$ cat src/rtl/vga_pkg.sv
// vga_pkg: framebuffer geometry, fill FSM states and pixel packing shared by the fill engine.
package vga_pkg;
   localparam int ROW_WORDS = 80;
   localparam int FB_WORDS  = 4016;
   localparam int AW        = 15;

   typedef enum logic [1:0] {IDLE, FILL, DONE} state_t;

   // Even pixel lives in bits 7:0, odd pixel in bits 15:8.
   function automatic logic [15:0] pack_pixels(input logic [7:0] even, input logic [7:0] odd);
      return {odd, even};
   endfunction

   function automatic logic fill_empty(input logic [6:0] x0, input logic [6:0] y0,
                                       input logic [6:0] w, input logic [6:0] h);
      logic [AW-1:0] first;
      first = (AW'(y0) << 6) + (AW'(y0) << 4) + AW'(x0);
      return w == 7'd0 || h == 7'd0 || x0 >= 7'(ROW_WORDS) || first >= AW'(FB_WORDS);
   endfunction
endpackage

$ cat src/rtl/vga_rect_addr.sv
// vga_rect_addr: incremental row-major word address walker for a rectangle, clipped to the
// row edge and to the end of the framebuffer.
module vga_rect_addr import vga_pkg::*; (
   input  logic          clk,
   input  logic          rst_n,
   input  logic          load,
   input  logic          advance,
   input  logic [6:0]    x0,
   input  logic [6:0]    y0,
   input  logic [6:0]    w,
   input  logic [6:0]    h,
   output logic [AW-1:0] addr,
   output logic          last,
   output logic          valid
);
   logic [AW-1:0] row_base;
   logic [6:0]    xs, ws, hs, col, rows;
   logic [6:0]    room;
   logic          row_end;

   assign room = 7'(ROW_WORDS) - x0;

   always_ff @(posedge clk or negedge rst_n)
      if (!rst_n) begin
         row_base <= '0;
         xs       <= '0;
         ws       <= '0;
         hs       <= '0;
         col      <= '0;
         rows     <= '0;
      end else if (load) begin
         row_base <= (AW'(y0) << 6) + (AW'(y0) << 4);
         xs       <= x0;
         ws       <= (w < room) ? w : room;
         hs       <= h;
         col      <= '0;
         rows     <= '0;
      end else if (advance) begin
         col      <= row_end ? 7'd0 : col + 7'd1;
         row_base <= row_end ? row_base + AW'(ROW_WORDS) : row_base;
         rows     <= row_end ? rows + 7'd1 : rows;
      end

   assign row_end = col == ws - 7'd1;
   assign addr    = row_base + AW'(xs) + AW'(col);
   assign valid   = addr < AW'(FB_WORDS);
   // Row-major order means the word at FB_WORDS-1 is always the final one written.
   assign last    = valid && (addr == AW'(FB_WORDS - 1) || (row_end &&
                    (rows == hs - 7'd1 || row_base + AW'(ROW_WORDS) + AW'(xs) >= AW'(FB_WORDS))));
endmodule

$ cat src/rtl/vga_fill.sv
// vga_fill: rectangle-fill engine owning the framebuffer write port; CPU direct writes
// take priority and stall the fill.
module vga_fill import vga_pkg::*; (
   input  logic          clk,
   input  logic          rst_n,
   input  logic [AW-1:0] cpu_addr,
   input  logic          cpu_we,
   input  logic [15:0]   cpu_data,
   input  logic          start,
   input  logic [6:0]    x0,
   input  logic [6:0]    y0,
   input  logic [6:0]    w,
   input  logic [6:0]    h,
   input  logic [15:0]   color,
   input  logic          abort,
   output logic          busy,
   output logic          done,
   output logic [AW-1:0] fb_addr,
   output logic          fb_we,
   output logic [15:0]   fb_data
);
   state_t        state, next;
   logic          load, adv, last, valid;
   logic [AW-1:0] ra_addr;
   logic [15:0]   color_q;

   vga_rect_addr u_addr (
      .clk     (clk),
      .rst_n   (rst_n),
      .load    (load),
      .advance (adv),
      .x0      (x0),
      .y0      (y0),
      .w       (w),
      .h       (h),
      .addr    (ra_addr),
      .last    (last),
      .valid   (valid)
   );

   always_ff @(posedge clk or negedge rst_n)
      if (!rst_n) state <= IDLE;
      else state <= next;

   always_comb begin
      next = state;
      load = 1'b0;
      adv  = 1'b0;
      case (state)
         IDLE: if (start) begin
            load = 1'b1;
            next = fill_empty(x0, y0, w, h) ? DONE : FILL;
         end
         FILL: if (abort) next = DONE;
         else if (!cpu_we) begin
            adv  = valid;
            next = (last || !valid) ? DONE : FILL;
         end
         default: next = IDLE;
      endcase
   end

   always_ff @(posedge clk or negedge rst_n)
      if (!rst_n) begin
         color_q <= '0;
         fb_we   <= 1'b0;
         fb_addr <= '0;
         fb_data <= '0;
      end else begin
         color_q <= load ? color : color_q;
         fb_we   <= cpu_we || adv;
         fb_addr <= cpu_we ? cpu_addr : adv ? ra_addr : fb_addr;
         fb_data <= cpu_we ? cpu_data : adv ? color_q : fb_data;
      end

   assign busy = state == FILL;
   assign done = state == DONE;
endmodule

$ cat config.mk
export PLATFORM = sky130hd
export DESIGN_NAME = vga_fill
export DESIGN_NICKNAME = d
export VERILOG_FILES = /design/src/rtl/vga_pkg.sv /design/src/rtl/vga_rect_addr.sv /design/src/rtl/vga_fill.sv
export SDC_FILE = /design/constraint.sdc
export NUM_CORES = 1
export LEC_CHECK = 0
export CAP_MARGIN = 20
export CORE_MARGIN = 2
export CORE_UTILIZATION = 49
export CTS_CLUSTER_SIZE = 14
export DETAILED_ROUTE_END_ITERATION = 8
export PLACE_DENSITY_LB_ADDON = 0.08
export SYNTH_ARGS = -nofsm -noshare
export SYNTH_HDL_FRONTEND = slang
export SYNTH_SLANG_ARGS = --single-unit
$ cat constraint.sdc
create_clock -name clk -period 3.5 [get_ports clk]
set_input_delay 0.35 -clock clk [delete_from_list [all_inputs] [get_ports clk]]
set_output_delay 0.35 -clock clk [all_outputs]
set_load 0.02 [all_outputs]
-- Yosys cells after proc, flatten, opt, wreduce, memory -nomap -nowiden
Cells that the tools add are included.
- add/sub/neg operators: 11
- $lt $le $gt $ge: 5
- equality and inequality tests: 7
- muxes and demuxes: 25
- reductions and logical operators: 18
- operators with widths (operator ; count):
    two-way mux 15 bit ; 5
    adder 15 x 7 -> 15 bit ; 4
    two-way mux 7 bit ; 7
    two-way mux 16 bit ; 2
    greater-or-equal comparator 15 x 12 -> 1 bit, second input constant ; 2
    adder 15 x 7 -> 15 bit, second input constant ; 1
    == test 15 x 12 -> 1 bit, second input constant ; 1
    less-than comparator 15 x 12 -> 1 bit, second input constant ; 1
    adder 13 x 11 -> 14 bit ; 1
    adder 7 x 1 -> 7 bit, second input constant ; 2
    == test 7 bit ; 2
    logical NOT 7 bit ; 2
    subtractor 7 x 1 -> 7 bit, second input constant ; 2
    two-way mux 2 bit ; 5
    greater-or-equal comparator 7 bit, second input constant ; 1
    logical OR 1 bit ; 7
    less-than comparator 7 bit ; 1
    subtractor 7 bit, first input constant ; 1
    nonzero test 2 bit ; 3
    two-way mux 1 bit ; 5
    one-hot mux 2 bit (2 select lines) ; 1
    AND reduction 2 bit ; 2
    inequality test 3 bit, second input constant ; 1
    == test 2 x 1 -> 1 bit, second input constant ; 1
    5 further kinds ; 6
- register bits after elaboration: 100
- input bits: 80
- word-level logic and storage cells: 77

-- Longest topological paths before layout
Gate-level depths: netlist (run 1).
- depth after elaboration: 12
- mapped depth: 14
- gate-level depth less buffers: 13

-- Cells and area by module
A second synthesis (run 1) with hierarchy kept.
- cell total of the unflattened synthesis: 712
- area, all modules: 6566.3 um^2
- by module, submodules not included (module ; times used ; cells an instance ; area each (um^2)):
    vga_rect_addr ; 1 ; 438 ; 3945.0
    vga_fill ; 1 ; 274 ; 2621.3

-- Worst setup path after synthesis (run 1)
OpenSTA, ideal clock, no wires.
- path kind: register to register
- start point: register u_addr.col[5]
- end point: register fb_data[0]
- arrival: 3.198 ns
- setup slack: 0.179 ns
- cell stages (with the launch flop): 12
- buffers on the path: 0
- cells stage by stage: dfrtp_1 > fa_1 > ha_1 > a21oi_1 > o211ai_4 > nand4_1 > mux2_2 > a211o_1 > o21a_1 > nor2_4 > inv_2 > o221a_1
- longest elaborated chain between the ends: 6
- ends and longest elaborated chain (item ; line ; source):
    from (decl) ; vga_rect_addr.sv:17 ; logic [6:0] xs, ws, hs, col, rows;
    from (signal assigned) ; vga_rect_addr.sv:39 ; col <= row_end ? 7'd0 : col + 7'd1;
    adder 15 x 7 -> 15 bit ; vga_rect_addr.sv:45 ; assign addr = row_base + AW'(xs) + AW'(col);
    less-than comparator 15 x 12 -> 1 bit ; vga_rect_addr.sv:46 ; assign valid = addr < AW'(FB_WORDS);
    two-way mux 1 bit ; vga_fill.sv:55 ; else if (!cpu_we) begin
    two-way mux 1 bit ; vga_fill.sv:54 ; FILL: if (abort) next = DONE;
    two-way mux 1 bit ; vga_fill.sv:49 ; case (state)
    nonzero test 2 bit (no source line) ; -- ;
    to (signal assigned) ; vga_fill.sv:73 ; fb_data <= cpu_we ? cpu_data : adv ? color_q : fb_data;
    to (decl) ; vga_fill.sv:20 ; output logic [15:0] fb_data
Every way passes these cells.
A chain may end at the register's enable or synchronous reset.

-- Worst setup path after layout (run 1)
- start point: register u_addr.row_base[5]
- end point: register u_addr.row_base[6]
- longest elaborated chain between the ends: 8
- elaborated cells on any way between the ends: 12
- those cells by class: add/sub (3); order compare (1); mux (6); reduce/logical (2)
- ends and longest elaborated chain (item ; line ; source):
    from (decl) ; vga_rect_addr.sv:16 ; logic [AW-1:0] row_base;
    from (signal assigned) ; vga_rect_addr.sv:32 ; row_base <= (AW'(y0) << 6) + (AW'(y0) << 4);
    from (signal assigned) ; vga_rect_addr.sv:40 ; row_base <= row_end ? row_base + AW'(ROW_WORDS) : row_base;
    adder 15 x 7 -> 15 bit (2 in series) ; vga_rect_addr.sv:45 ;
    less-than comparator 15 x 12 -> 1 bit ; vga_rect_addr.sv:46 ;
    two-way mux 1 bit ; vga_fill.sv:55 ;
    two-way mux 1 bit ; vga_fill.sv:54 ;
    two-way mux 1 bit ; vga_fill.sv:49 ;
    nonzero test 2 bit (no source line) ; -- ;
    AND reduction 2 bit (no source line) ; -- ;
Parallel ways exist; a longest one is shown, timed or not. The select of a mux whose other input is x is not followed.

==> results.toml, run 1 <==
[worst_setup_path]
setup.worst_path.class = "reg -> reg"
worstPathMaxFanout = 6
cp-start-kind = "flop"
arrival_ps = 3650
worstSetupEndpointType = "flop"
required_ps = 3700

[global_route]
grt_pass1_vias = 5707
overflow = 0
gr-usage-all-layers_pct = 23.6
antenna_found_initial = 0
grt_max_degree = 65
grt_pass1_wl_um = 27500

[synthesis]
yosys-top-cells-area = "dfrtp_1 (37%), nand2_1 (9.8%), ha_1 (6.8%), xnor2_1 (5.7%), a21oi_1 (2.8%)"
syn_inst = 751
synth_fp_nets = 872
ys_ff_latch = 96
synth.most_common_cell = "nand2_1"
async_flop_share_pct = 100
synthFlopType = "dfrtp_1"
post-synth-top-area-cell = "dfrtp_1"
yosys_warnings = 0
syn_area_um2 = 6480
ys_seq_area_share_pct = 37.0
yosys.cell_types.count = 66
synth_edf_count = 0
synth.top_cell.area_share_pct = 37.0
syn_avg_cell_area_um2 = 8.64
ys_top_cells_by_count = "nand2_1 (170), dfrtp_1 (96), nor2_1 (42), xnor2_1 (42)"

[cts]
cts_tree = "yes"
clk_pin_slew_worst_paths_ps = 70
htree_levels = 3
clockBufferDepth = 2
cts.sink_count = 96
cts-hold-fix-buffers = 0
cts_made_buffers = 9
clk_latency_ps = 350
root_buffer = "clkbuf_16"

[die]
fp.dieH_um = 119
initial_utilization_pct = 49.6
io_pins = 114
fp.dieW_um = 119
rows = 42
core_area_um2 = 13100
design.die.area_um2 = 14200

[sta]
rsz0062_at_grt = "yes"
worst_pin_slew_ps = 855
setup_viol = 0
hold_viol_final = 0
period_minus_slack_ps = 3450
clock_skew_ps = 12.6
fmax_ghz = 0.290
layout_setup_ws_ps = 48.9
relSlewSlack_pct = 43.0
period_share_pct = 98.6
fin_tns_setup_ps = 0
maxSlewViolCount = 0

[routing]
ant_nets = 0
drtPass1Iterations = 5
wirelength_um = 16700
wl_per_cell_um = 15.7
initialDrtViolationCount = 447
vias = 6007
viasPerCell = 5.63
drc = 0

[cells_and_area]
diodes = 0
multi_input_area_um2 = 4010
fin_util_pct = 65.7
drive_above_1_share_pct = 11.8
final-seq-area_um2 = 2400
area_delta_synth_final_pct = 32.5
fillCellCount = 1058
nets = 1007
fin_cells = 1067

[place]
hpwl_um = 12300
pre_cts_slack_ps = -103
gp_congestion = 0.926
portBuffers = 113
numPlacedInstances = 1040

[power]
irDropWorstVdd_mv = 0.315
p_per_area_nw_per_um2 = 671
p_leak_nw = 3.85
total_power_mw = 5.76

[run]
drv_cap = 0

[min_path]
hp-class = "in -> async"

[status]
status = "finished, final reports clean"
-- report_power, final --
group | internal (mW) | switching (mW)
logic | 1.36 | 1.62
registers | 1.43 | 0.340
clock network | 0.568 | 0.456
total | 3.35 | 2.41
-- cells in the final DEF, fill, tap and decap left out, types with 14 or more instances in the layout --
cell             instances
buf_4                   39
nor2_1                  39
a21o_1                  14
xor2_1                  18
a21oi_1                 33
inv_1                   23
xnor2_1                 41
a22oi_1                 23
o21ai_0                 32
nand3_1                 14
nand2_1                170
dfrtp_1                 95
ha_1                    30
nor3_1                  14
clkdlybuf4s50_1        112
-- worst max-delay path, stage by stage, from the launching register on --
cell and delay, ps:
dfrtp_1 420, fa_1 530, ha_4 340, o211ai_4 100, o211ai_4 250, nand4_1 180
mux2_4 340, a211o_4 350, o211ai_4 210, buf_12 150, clkbuf_16 150, nor2_1 50
xnor2_1 150, o21ai_1 80
-- state kept, by name (all words and copies together), names as in the netlist --
| name | count |
|---|---|
| fb_addr | 15 |
| u_addr.col | 7 |
| u_addr.hs | 7 |
| fb_data | 16 |
| u_addr.rows | 7 |
| fb_we | 1 |
| color_q | 16 |
| u_addr.row_base | 11 |
| u_addr.ws | 7 |
| u_addr.xs | 7 |
| state | 2 |
-- area by class of cell --
cell class                      instances  area share [%]
Clock inverter                          7           0.975
Multi-Input combinational cell        596            46.7
Inverter                               24            1.05
Tap cell                              176            2.56
Clock buffer                            9            2.62
Timing Repair Buffer                  159            18.1
Sequential cell                        96            28.0
-- final timing paths --
kind / start / end / slack [ps] / cells after the start
max: u_addr.row_base[5] / u_addr.row_base[6] / 50 / 13
min: rst_n / fb_data[15] / 90 / 1
max reg2reg: u_addr.row_base[5] / u_addr.row_base[6] / 50 / 13
min reg2reg: fb_addr[1] / fb_addr[1] / 470 / 2
max in group asynchronous: rst_n / color_q[9] / 2640 / 2
min in group clk: fb_addr[1] / fb_addr[1] / 470 / 2
-- repair_timing --
item	4_1_cts	5_1_grt
pin swaps	0	19
endpoints found under the hold margin	0	0
resized for setup	3	35
gates cloned	0	3
setup buffers	0	8
endpoints found under the setup margin	17	52
-- cells by family (layout without fill, tap and decap cells) --
family,count (synthesis),after routing,synth area share (%)
and+or+nand+nor,307,307,21.4
xor gates and xnor gates,60,60,8.10
buffers and inverters,59,199,4.01
DFF,96,96,37.0
other,1,1,0.0578
muxes,19,19,3.09
AOI/OAI and AO/OA,168,168,17.7
adders and majority gates,41,41,8.61
-- per-stage QoR --
| step | cell area [µm²] | hold WS (ps) |
|---|---|---|
| global placement | 7950 | 456 |
| finish | 8590 | 89.3 |
| CTS | 8270 | 114 |
| global route | 8590 | 162 |
| floorplan | 6480 | 54.4 |
| detailed placement | 7950 | 462 |
-- per-layer routing --
| layer | track usage, % | vias to the layer above | routed length, µm |
|---|---|---|---|
| li1 | - | 2902 | - |
| met1 | 33.7 | 2877 | 7730 |
| met2 | 36.6 | 202 | 7710 |
| met3 | 3.59 | 26 | 963 |
| met4 | 8.41 | 0 | 329 |
| met5 | 0 | - | 0 |
(Power assumes the default switching activity.)
==> run 2, diff against run 1 <==
Settings changed: PLACE_DENSITY from default to 0.78, PLACE_DENSITY_LB_ADDON 0.08 to default.
==> run 2 against run 1 <==
Critical endpoint is now u_addr.row_base[9]; critical path type unchanged; the flow now finishes with violations (negative setup slack); total power increased by 0.48%; register-to-register slack got worse by 60 ps; via count increased by 0.30%; clock-buffer cell count unchanged; combinational power increased by 3%; largest cell class unchanged.
==> results.toml, run 2 (synthesis results as in run 1) <==
[worst_setup_path]
critPathLaunch = "u_addr.col[5]"
rr_endpoint = "u_addr.row_base[9]"
r2r_slack_ps = -10
setup.worst_path.end = "u_addr.row_base[9]"
required_ps = 3700
worstSetupEndpointType = "flop"
worstRegToRegCells = 12
setup.worst_path.class = "reg -> reg"
worstPathMaxFanout = 6
arrival_ps = 3710
r2r-start = "u_addr.col[5]"
cp-start-kind = "flop"

[min_path]
hp-class = "in -> async"

[routing]
drc = 0
ant_nets = 0
viasPerCell = 5.60
vias = 6025
initialDrtViolationCount = 552
drtPass1Iterations = 6
wl_per_cell_um = 15.9
wirelength_um = 17100

[cells_and_area]
nets = 1015
final_cell_mix = "nand2_1 (170), clkdlybuf4s50_1 (112), dfrtp_1 (96), buf_4 (51), nor2_1 (40)"
final_common_cell = "nand2_1"
finalInstanceArea_um2 = 8640
diodes = 0
reg_top3 = "color_q (16), fb_data (16), fb_addr (15)"
drive_above_1_share_pct = 12.8
area_delta_synth_final_pct = 33.3

[power]
p_leak_nw = 3.89
irDropWorstVdd_mv = 0.320
total_power_mw = 5.79
p_per_area_nw_per_um2 = 670

[run]
drv_cap = 0

[sta]
fmax_ghz = 0.285
relSlewSlack_pct = 36.9
period_share_pct = 100
clock_skew_ps = 9.88
hold_viol_final = 0
fin_hold_ws_ps = 4.88
maxSlewViolCount = 0
worst_pin_slew_ps = 947
rsz0062_at_grt = "yes"
period_minus_slack_ps = 3510
setup_viol = 3
layout_setup_ws_ps = -13.5

[status]
violations = "negative setup slack"
status = "complete, but fails checks"

[cts]
clk_latency_ps = 360
cts_tree = "yes"
clockBufferDepth = 2
cts_made_buffers = 9
root_buffer = "clkbuf_16"
cts.sink_count = 96
clk_pin_slew_worst_paths_ps = 70
htree_levels = 3

[global_route]
grt_max_degree = 51
grt_pass1_vias = 5717
grt_pass1_wl_um = 27800
overflow = 0
grt_busiest_layer = "met2"
grt_use_met2_pct = 38.7
grt_util_met3_pct = 3.35
gr-usage-all-layers_pct = 24.2
grtUsageMet1_pct = 34.0
antenna_found_initial = 0

[die]
core_area_um2 = 13100
fp.dieW_um = 119
initial_utilization_pct = 49.6
io_pins = 114
design.die.area_um2 = 14200
fp.dieH_um = 119
rows = 42

[place]
hpwl_um = 12300
gp_congestion = 0.876
portBuffers = 113
place_area_um2 = 8010
run 2: changes by cell type in the layout (fill, tap and decap cells not counted), sizes merged:
cell / delta
buf: +8
bufinv: -1
clkinv: -1
clkinvlp: +2
run 2: final cells by class:
type	count	area [µm²]
clock buffer	9	225
clock inverter	7	60.1
fill	1060	4440
inverter	24	90.1
multi-input combinational	596	4050
sequential	96	2400
tap	176	220
timing repair buffer	167	1590
run 2: worst min-delay path by stage:
stage | cells after the start | slack (ps) | endpoint
global placement | 1 | 420 | u_addr.ws[5]
floorplan | 0 | 50 | color_q[0]
detailed placement | 1 | 420 | u_addr.ws[5]
CTS | 1 | 50 | u_addr.ws[5]
global route | 1 | 60 | u_addr.ws[5]
finish | 1 | 5 | u_addr.ws[5]
run 2: repair_timing:
item	4_1_cts	5_1_grt
endpoints found under the hold margin	0	0
setup endpoints to repair	4	52
gates cloned	0	2
gates resized for setup	2	37
hold buffers	0	0
pin swaps	0	19
buffers inserted	0	9
run 2: report_power, final:
part / internal (mW) / leakage [nW] / total (mW) / switching [mW]
registers: 1.43 / 1.20 / 1.75 / 0.321
logic: 1.40 / 2.56 / 3.08 / 1.68
clock network: 0.495 / 0.131 / 0.971 / 0.476
total: 3.32 / 3.89 / 5.79 / 2.47
run 2: layer usage:
| layer | up-vias | part of all wire [%] |
|---|---|---|
| li1 | 2923 | - |
| met1 | 2889 | 46 |
| met2 | 189 | 47 |
| met3 | 24 | 5.4 |
| met4 | 0 | 2.0 |
| met5 | - | 0 |
run 2: worst max-delay path, cell delays in order, from the launching register on:
cell	delay (ps)
dfrtp_1	410
fa_1	540
ha_4	320
o211ai_4	90
o211ai_4	260
nand4_1	220
mux2_4	350
a211o_4	350
o211ai_4	320
clkbuf_16	220
nor2_1	50
xnor2_1	130
o21ai_0	90
run 2: per-stage QoR:
stage / setup TNS (ps) / instances / setup slack, ps / util, %
3_5_place_dp: -26.6 / 1048 / -26.6 / 61.2
3_3_place_gp: 0 / 1048 / 76.5 / 61.2
4_1_cts: 0 / 1064 / 18.0 / 63.5
6_report: -16.3 / 1075 / -13.5 / 66.1
5_1_grt: -1150 / 1075 / -110 / 66.1
2_1_floorplan: 0 / 751 / 179 / -
